## config.mk

```make
export PLATFORM = sky130hd
export DESIGN_NAME = sr_pulse_driver
export DESIGN_NICKNAME = d
export VERILOG_FILES = /design/src/rtl/sr_pulse_driver.sv
export SDC_FILE = /design/constraint.sdc
export NUM_CORES = 1
export LEC_CHECK = 0
export CAP_MARGIN = 20
export CORE_UTILIZATION = 45
export CTS_BUF_LIST = sky130_fd_sc_hd__clkbuf_2 sky130_fd_sc_hd__clkbuf_4 sky130_fd_sc_hd__clkbuf_8
export DETAILED_ROUTE_END_ITERATION = 6
export DONT_BUFFER_PORTS = 1
export PLACE_DENSITY = 0.62
export SYNTH_ARGS = -nofsm -noshare
export SYNTH_HDL_FRONTEND = slang
export SYNTH_SLANG_ARGS = --single-unit
export TNS_END_PERCENT = 1
```

## constraint.sdc

```tcl
create_clock -name clk -period 2.2 [get_ports clk]
set_input_delay 0.22 -clock clk [delete_from_list [all_inputs] [get_ports clk]]
set_output_delay 0.22 -clock clk [all_outputs]
set_load 0.01 [all_outputs]
```

## src/rtl/sr_pulse_driver.sv

```systemverilog
// Valid/ready command driver for an active-low SR NAND latch: one pulse per command, then dead time.
// Define SR_VERIFY_EN to add synchronized latch Q feedback and a sticky mismatch flag (ports q, err).
module sr_pulse_driver #(
    parameter int PULSE_W = 4,
    parameter int DEAD_T  = 2,
    parameter int CW      = 8
) (
    input  logic clk,
    input  logic rst_n,
    input  logic cmd_valid,
    input  logic cmd_set,
    output logic cmd_ready,
    output logic s_n,
    output logic r_n,
    output logic busy,
    output logic state_q
`ifdef SR_VERIFY_EN
    ,
    input  logic q,
    output logic err
`endif
);

    typedef enum logic [1:0] {
        IDLE  = 2'd0,
        PULSE = 2'd1,
        DEAD  = 2'd2
    } state_t;

    localparam logic [CW-1:0] PULSE_LOAD = CW'(PULSE_W - 1);
    localparam logic [CW-1:0] DEAD_LOAD  = CW'(DEAD_T - 1);

    state_t        state_reg;
    logic [CW-1:0] cnt_reg;
    logic          dir_reg;
    logic          cnt_zero;

    assign cnt_zero  = (cnt_reg == '0);
    assign cmd_ready = (state_reg == IDLE);
    assign busy      = (state_reg != IDLE);

    // Outputs are driven from the same edge that changes state, so s_n/r_n never glitch low together.
    always_ff @(posedge clk) begin
        if (!rst_n) begin
            state_reg <= IDLE;
            cnt_reg   <= '0;
            dir_reg   <= 1'b0;
            s_n       <= 1'b1;
            r_n       <= 1'b1;
            state_q   <= 1'b0;
        end else begin
            case (state_reg)
                IDLE: begin
                    if (cmd_valid) begin
                        dir_reg   <= cmd_set;
                        cnt_reg   <= PULSE_LOAD;
                        state_reg <= PULSE;
                        s_n       <= !cmd_set;
                        r_n       <= cmd_set;
                    end
                end
                PULSE: begin
                    if (cnt_zero) begin
                        s_n       <= 1'b1;
                        r_n       <= 1'b1;
                        state_q   <= dir_reg;
                        cnt_reg   <= DEAD_LOAD;
                        state_reg <= DEAD;
                    end else begin
                        cnt_reg <= cnt_reg - 1'b1;
                    end
                end
                DEAD: begin
                    if (cnt_zero) begin
                        state_reg <= IDLE;
                    end else begin
                        cnt_reg <= cnt_reg - 1'b1;
                    end
                end
                default: begin
                    state_reg <= IDLE;
                    s_n       <= 1'b1;
                    r_n       <= 1'b1;
                end
            endcase
        end
    end

`ifdef SR_VERIFY_EN
    logic q_meta_reg;
    logic q_sync_reg;

    // The latch is asynchronous to clk; compare only after the dead time has let Q settle.
    always_ff @(posedge clk) begin
        if (!rst_n) begin
            q_meta_reg <= 1'b0;
            q_sync_reg <= 1'b0;
            err        <= 1'b0;
        end else begin
            q_meta_reg <= q;
            q_sync_reg <= q_meta_reg;
            if (state_reg == DEAD && cnt_zero && (q_sync_reg != state_q)) begin
                err <= 1'b1;
            end
        end
    end
`endif

endmodule

```

==> results.toml, run 1 <==
[status]
status = "finished clean"

[routing]
viasPerCell = 6.030
wl_mm = 2.084
drtIter0Drc = 29
wl_per_cell_um = 15.55
num_vias = 808
drt-pass1-iter-count = 4
ant_nets = 0
drc = 0

[timing]
layout_setup_ws_ns = 0.3945
slew-limit-headroom_pct = 60.75
clock_skew_ns = 0.001548
finalSetupViolations = 0
fin_crit_ns = 1.805
drv_slew = 0
period_share_pct = 82.07
rsz0062_at_grt = "no"
hold_violations = 0
worst-slew-pin-transition_ns = 0.5842
fmax_ghz = 0.5539
tns_ns = 0
hold_ws_ns = 0.005102

[power_and_ir_drop]
peakVddDrop_mv = 0.8621
clkPwrFrac_pct = 14.2
p_per_area_mw_per_mm2 = 1474
leakagePower_uw = 0.0003504
switching_power_uw = 648.9
power_frac_seq_pct = 27.2
swShare_pct = 47.09
power_frac_comb_pct = 58.6
p_int_uw = 729.1

[layout]
largest_reg_flops = 8
fin_nets = 120
fillers = 184
n_antenna_cell = 0
drive_gt1_share_pct = 12.84
area_growth_pct = 6.108

[synthesis]
synth-edff-count = 0
synth_ff_type = "dfxtp_1"
synth_area_leaders = "dfxtp_1 32%, ha_1 8.5%, a21oi_1 5.7%"
synth_top_area_share_pct = 31.82
yosys.area.top_type = "dfxtp_1"
synthMostInstantiatedCell = "dfxtp_1"
syn-cell-area_um2 = 880.8
syn_nets = 117
async_flop_share_pct = 0
synth.distinct_cells = 38
avgSynthCellArea_um2 = 8.232
synth-seq-cells = 14
synthCells = 107
yosysWarnings = 0
synth_common_cells = "14 x dfxtp_1, 10 x a21oi_1, 9 x inv_1"
seq_area_frac_synth_pct = 31.82

[grt]
grtUsageTotal_pct = 21.35
grt_max_degree = 10
grt_overflow = 0
grt_use_met1_pct = 27.23
busiest_layer = "met2"
grt_pass1_vias = 737
grt_use_met3_pct = 4.706
antenna_found_initial = 0
met2_usage_pct = 35.21
grt_pass1_wl_mm = 3.256

[die]
ios = 9
die_y_um = 46.24
dieArea_mm2 = 0.002138
coreArea_mm2 = 0.001783
rows = 15
die_w_um = 46.24
initial_core_util_pct = 49.40

[critical_path]
startpoint = "cnt_reg[0]"
max_stage_delay_ns = 0.49
crit_end = "cnt_reg[6]"
r2r-end = "cnt_reg[6]"
path_depth = 6
path_class = "reg -> reg"
reg2reg_slack_ns = 0.39
worstPathRequired_ns = 2.38
rr_worst_depth = 6
crit_chain = "inv_1 -> ha_1 -> or3b_2 -> or3_1 -> a21oi_1 -> a211oi_1"
start_kind = "register"
cp_data_arrival_time_ns = 1.98
critPathSlowestCell = "or3b_2"
critPathBufInv = 1
path_delay_family = "simple AND/OR/NAND/NOR gates"
critical_path.max_fanout = 4
r2r-start = "cnt_reg[0]"
end_kind = "register"

[cts]
clock_sinks = 14
cts_setup_buffers = 0
cts.clk_slew.worst_paths_ns = 0.09
cts_resized = 0
cts_made_buffers = 3
root_buffer = "clkbuf_4"
clock_latency_ns = 0.29
cts_tree = "built"
clk_path_buf_depth = 2
ctsHtreeMaxLevel = 1
hold_buffers = 0

[placed_design]
io_buffers = 0
pre_cts_ws_ns = 0.4259
gp_congestion = 0.8151
post-dp-hpwl_mm = 1.491

[job]
max-cap-violations = 0

[worst_hold_path]
min_path_type = "in -> reg"
metrics by stage:
step           area, µm²  instances  power [µW]  util, %
3_5_place_dp       898.4        130        1172    50.39
4_1_cts            934.6        134        1370    52.42
6_report           934.6        134        1378    52.42
2_1_floorplan      880.8        107        1015        -
5_1_grt            934.6        134        1472    52.42
3_3_place_gp       898.4        130        1162    50.39
worst min path at each step:
stage,start,slack (ns),to,depth (start not counted)
4_1_cts,rst_n,0.006,r_n,1
3_3_place_gp,rst_n,0.30,r_n,1
3_5_place_dp,rst_n,0.31,r_n,1
6_report,rst_n,0.005,r_n,1
2_1_floorplan,rst_n,0.30,r_n,1
5_1_grt,rst_n,0.004,r_n,1
cell type report:
class | instances | area [µm²] | area share (%)
clock buffer | 4 | 36.28 | 3.882
inverter | 9 | 33.78 | 3.614
multi-input combinational | 81 | 545.5 | 58.37
sequential | 14 | 280.3 | 29.99
tap | 25 | 31.28 | 3.347
timing repair buffer | 1 | 7.507 | 0.8032
cell families after synthesis:
kind of cell | share of synthesized area [%]
simple gates | 27.99
buf+inv | 6.250
compound gates | 25.43
fa+ha+maj | 8.523
flops | 31.82
cell usage in the layout (no fill, tap or decap), types with 2 or more instances in the layout:
cell type | Yosys | routed
dfxtp_1 | 14 | 14
nor4_1 | 2 | 2
o31ai_1 | 3 | 3
nand3_1 | 5 | 5
a31oi_1 | 3 | 3
a21oi_1 | 10 | 10
nor2b_1 | 3 | 3
o21ai_0 | 8 | 8
nand2_1 | 4 | 4
ha_1 | 6 | 6
inv_1 | 9 | 9
or3_1 | 2 | 2
a221oi_1 | 2 | 2
nor3_1 | 4 | 4
a211oi_1 | 2 | 2
nor2_1 | 6 | 6
clkbuf_4 | 0 | 3
nand4b_1 | 2 | 2
metal layers:
metal / routed length (µm) / vias up
met3: 73 / 4
met1: 991 / 383
met2: 999 / 22
li1: - / 399
met5: 0 / -
met4: 19 / 0
power groups by stage:
| stage | Sequential (µW) | Combinational (µW) | Clock, µW |
|---|---|---|---|
| finish | 375 | 808 | 195 |
| global route | 384 | 884 | 204 |
| CTS | 376 | 797 | 197 |
| detailed placement | 382 | 790 | 0 |
| global placement | 379 | 782 | 0 |
| floorplan | 366 | 649 | 0 |
Note: power is estimated with default switching activity, not from simulation.
==> inputs of run 2 (changes only) <==
Clock period 2.2 ns to 1.7 ns, I/O delays scaled along.
==> run 2 against run 1 <==
  * Cell area up 18%
  * First-iteration DRC count shrank 38%
  * Largest power group unchanged
  * Global-route usage rose by 2.4 points
  * Routed wire length rose by 3.9%
  * Die area is the same
  * Critical path depth is the same
  * Setup slack got worse by 0.36 ns
  * Register-to-register slack got worse by 0.36 ns
  * Critical endpoint is now cnt_reg[3]
  * Highest routed layer unchanged
==> results.toml, run 2 (synthesized netlist as in run 1, its figures left out) <==
[status]
status = "finished clean"

[critical_path]
path_delay_family = "compound AO/OA/AOI/OAI gates"
start_kind = "register"
crit_top_cell = "buf_4"
max_stage_delay_ns = 0.40
worstPathRequired_ns = 1.88
crit_chain = "buf_4 -> nor4_2 -> a31oi_2 -> o31ai_1 -> buf_4 -> a21oi_1"
critPathBufInv = 2
critical_path.max_fanout = 5
path_class = "reg -> reg"
critPathSlowestCell = "nor4_2"
end_kind = "register"
cp_data_arrival_time_ns = 1.85

[timing]
period_share_pct = 97.93
layout_setup_ws_ns = 0.03523
hold_violations = 0
clock_skew_ns = 0.008907
rsz0062_at_grt = "yes"
drv_slew = 0
finalSetupViolations = 0
worst-slew-pin-transition_ns = 0.3688
fmax_ghz = 0.6007
slew-limit-headroom_pct = 75.21
fin_crit_ns = 1.665
tns_ns = 0

[layout]
utilization_pct = 61.89
stdcell_count = 150
area_growth_pct = 25.28
fin_nets = 136
drive_gt1_share_pct = 28.00
mostFrequentLayoutCells = "16 x buf_4, 14 x dfxtp_1, 10 x a21oi_1"
largest_reg_flops = 8
layout_commonest_cell = "buf_4"
n_antenna_cell = 0

[cts]
clock_latency_ns = 0.30
cts.clk_slew.worst_paths_ns = 0.10
clock_sinks = 14
cts_made_buffers = 3
root_buffer = "clkbuf_4"
cts_setup_buffers = 0
ctsHtreeMaxLevel = 1
clk_path_buf_depth = 2
cts_tree = "built"

[die]
rows = 15
initial_core_util_pct = 49.40
coreArea_mm2 = 0.001783
dieArea_mm2 = 0.002138
die_w_um = 46.24
die_y_um = 46.24
ios = 9

[grt]
grtUsageTotal_pct = 23.79
grt_max_degree = 9
antenna_found_initial = 0
grt_pass1_wl_mm = 3.539
grt_pass1_vias = 852
grt_overflow = 0

[power_and_ir_drop]
power_uw = 2135
peakVddDrop_mv = 1.130
leakagePower_uw = 0.0004331
p_per_area_mw_per_mm2 = 1934

[placed_design]
pre_cts_ws_ns = -0.01668
placed_cells_incl_taps = 145
io_buffers = 0
gp_congestion = 0.8618
post-dp-hpwl_mm = 1.609

[worst_hold_path]
min_path_type = "in -> reg"

[routing]
drc = 0
drt-pass1-iter-count = 4
wl_per_cell_um = 14.43
drtIter0Drc = 18
viasPerCell = 5.873
wl_mm = 2.165
ant_nets = 0
num_vias = 881

[job]
max-cap-violations = 0
[run 2: final cells by class]
type	count	area, µm²
clock buffer	4	36.28
sequential	14	280.3
multi-input combinational	81	591.8
inverter	9	33.78
timing repair buffer	17	130.1
tap	25	31.28
fill	150	679.4
[run 2: where the power goes]
part           switching, µW  internal, µW
sequential              69.8           407
clock                    122           131
combinational            732           673
[run 2: what timing repair did]
action | 4_1_cts | 5_1_grt
hold buffers | 1 | 0
endpoints found under the hold margin | 2 | 0
resized for setup | 2 | 8
setup endpoints to repair | 6 | 8
[run 2: per-layer routing]
| layer | vias to the layer above | part of all wire (%) | track usage, % | wire length, µm |
|---|---|---|---|---|
| met4 | 0 | 3.8 | 14.71 | 82 |
| met1 | 411 | 44 | 26.82 | 953 |
| li1 | 438 | - | - | - |
| met2 | 21 | 48 | 39.72 | 1048 |
| met5 | - | 0 | 0 | 0 |
| met3 | 11 | 3.7 | 5.882 | 80 |
[run 2: stage by stage]
step / area, µm² / hold slack [ns]
floorplan: 880.8 / 0.2462
global placement: 1011 / 0.2491
detailed placement: 1011 / 0.2566
CTS: 1064 / 0.01417
global route: 1104 / 0.01515
finish: 1104 / 0.01238
[run 2: worst paths after layout]
path	start	to	cells past startpoint	slack (ns)
hold / removal	cmd_set	dir_reg	2	0.01
hold reg to reg	dir_reg	dir_reg	2	0.48
setup reg to reg	cnt_reg[3]	cnt_reg[3]	6	0.04
setup / recovery	cnt_reg[3]	cnt_reg[3]	6	0.04
[run 2: worst register-to-register path: cells and delay by family, from the launching register on]
family                 cells  cell delay [ns]
and+or+nand+nor            1             0.40
AOI/OAI and AO/OA          3             0.50
DFF                        1             0.32
buffers and inverters      2             0.34
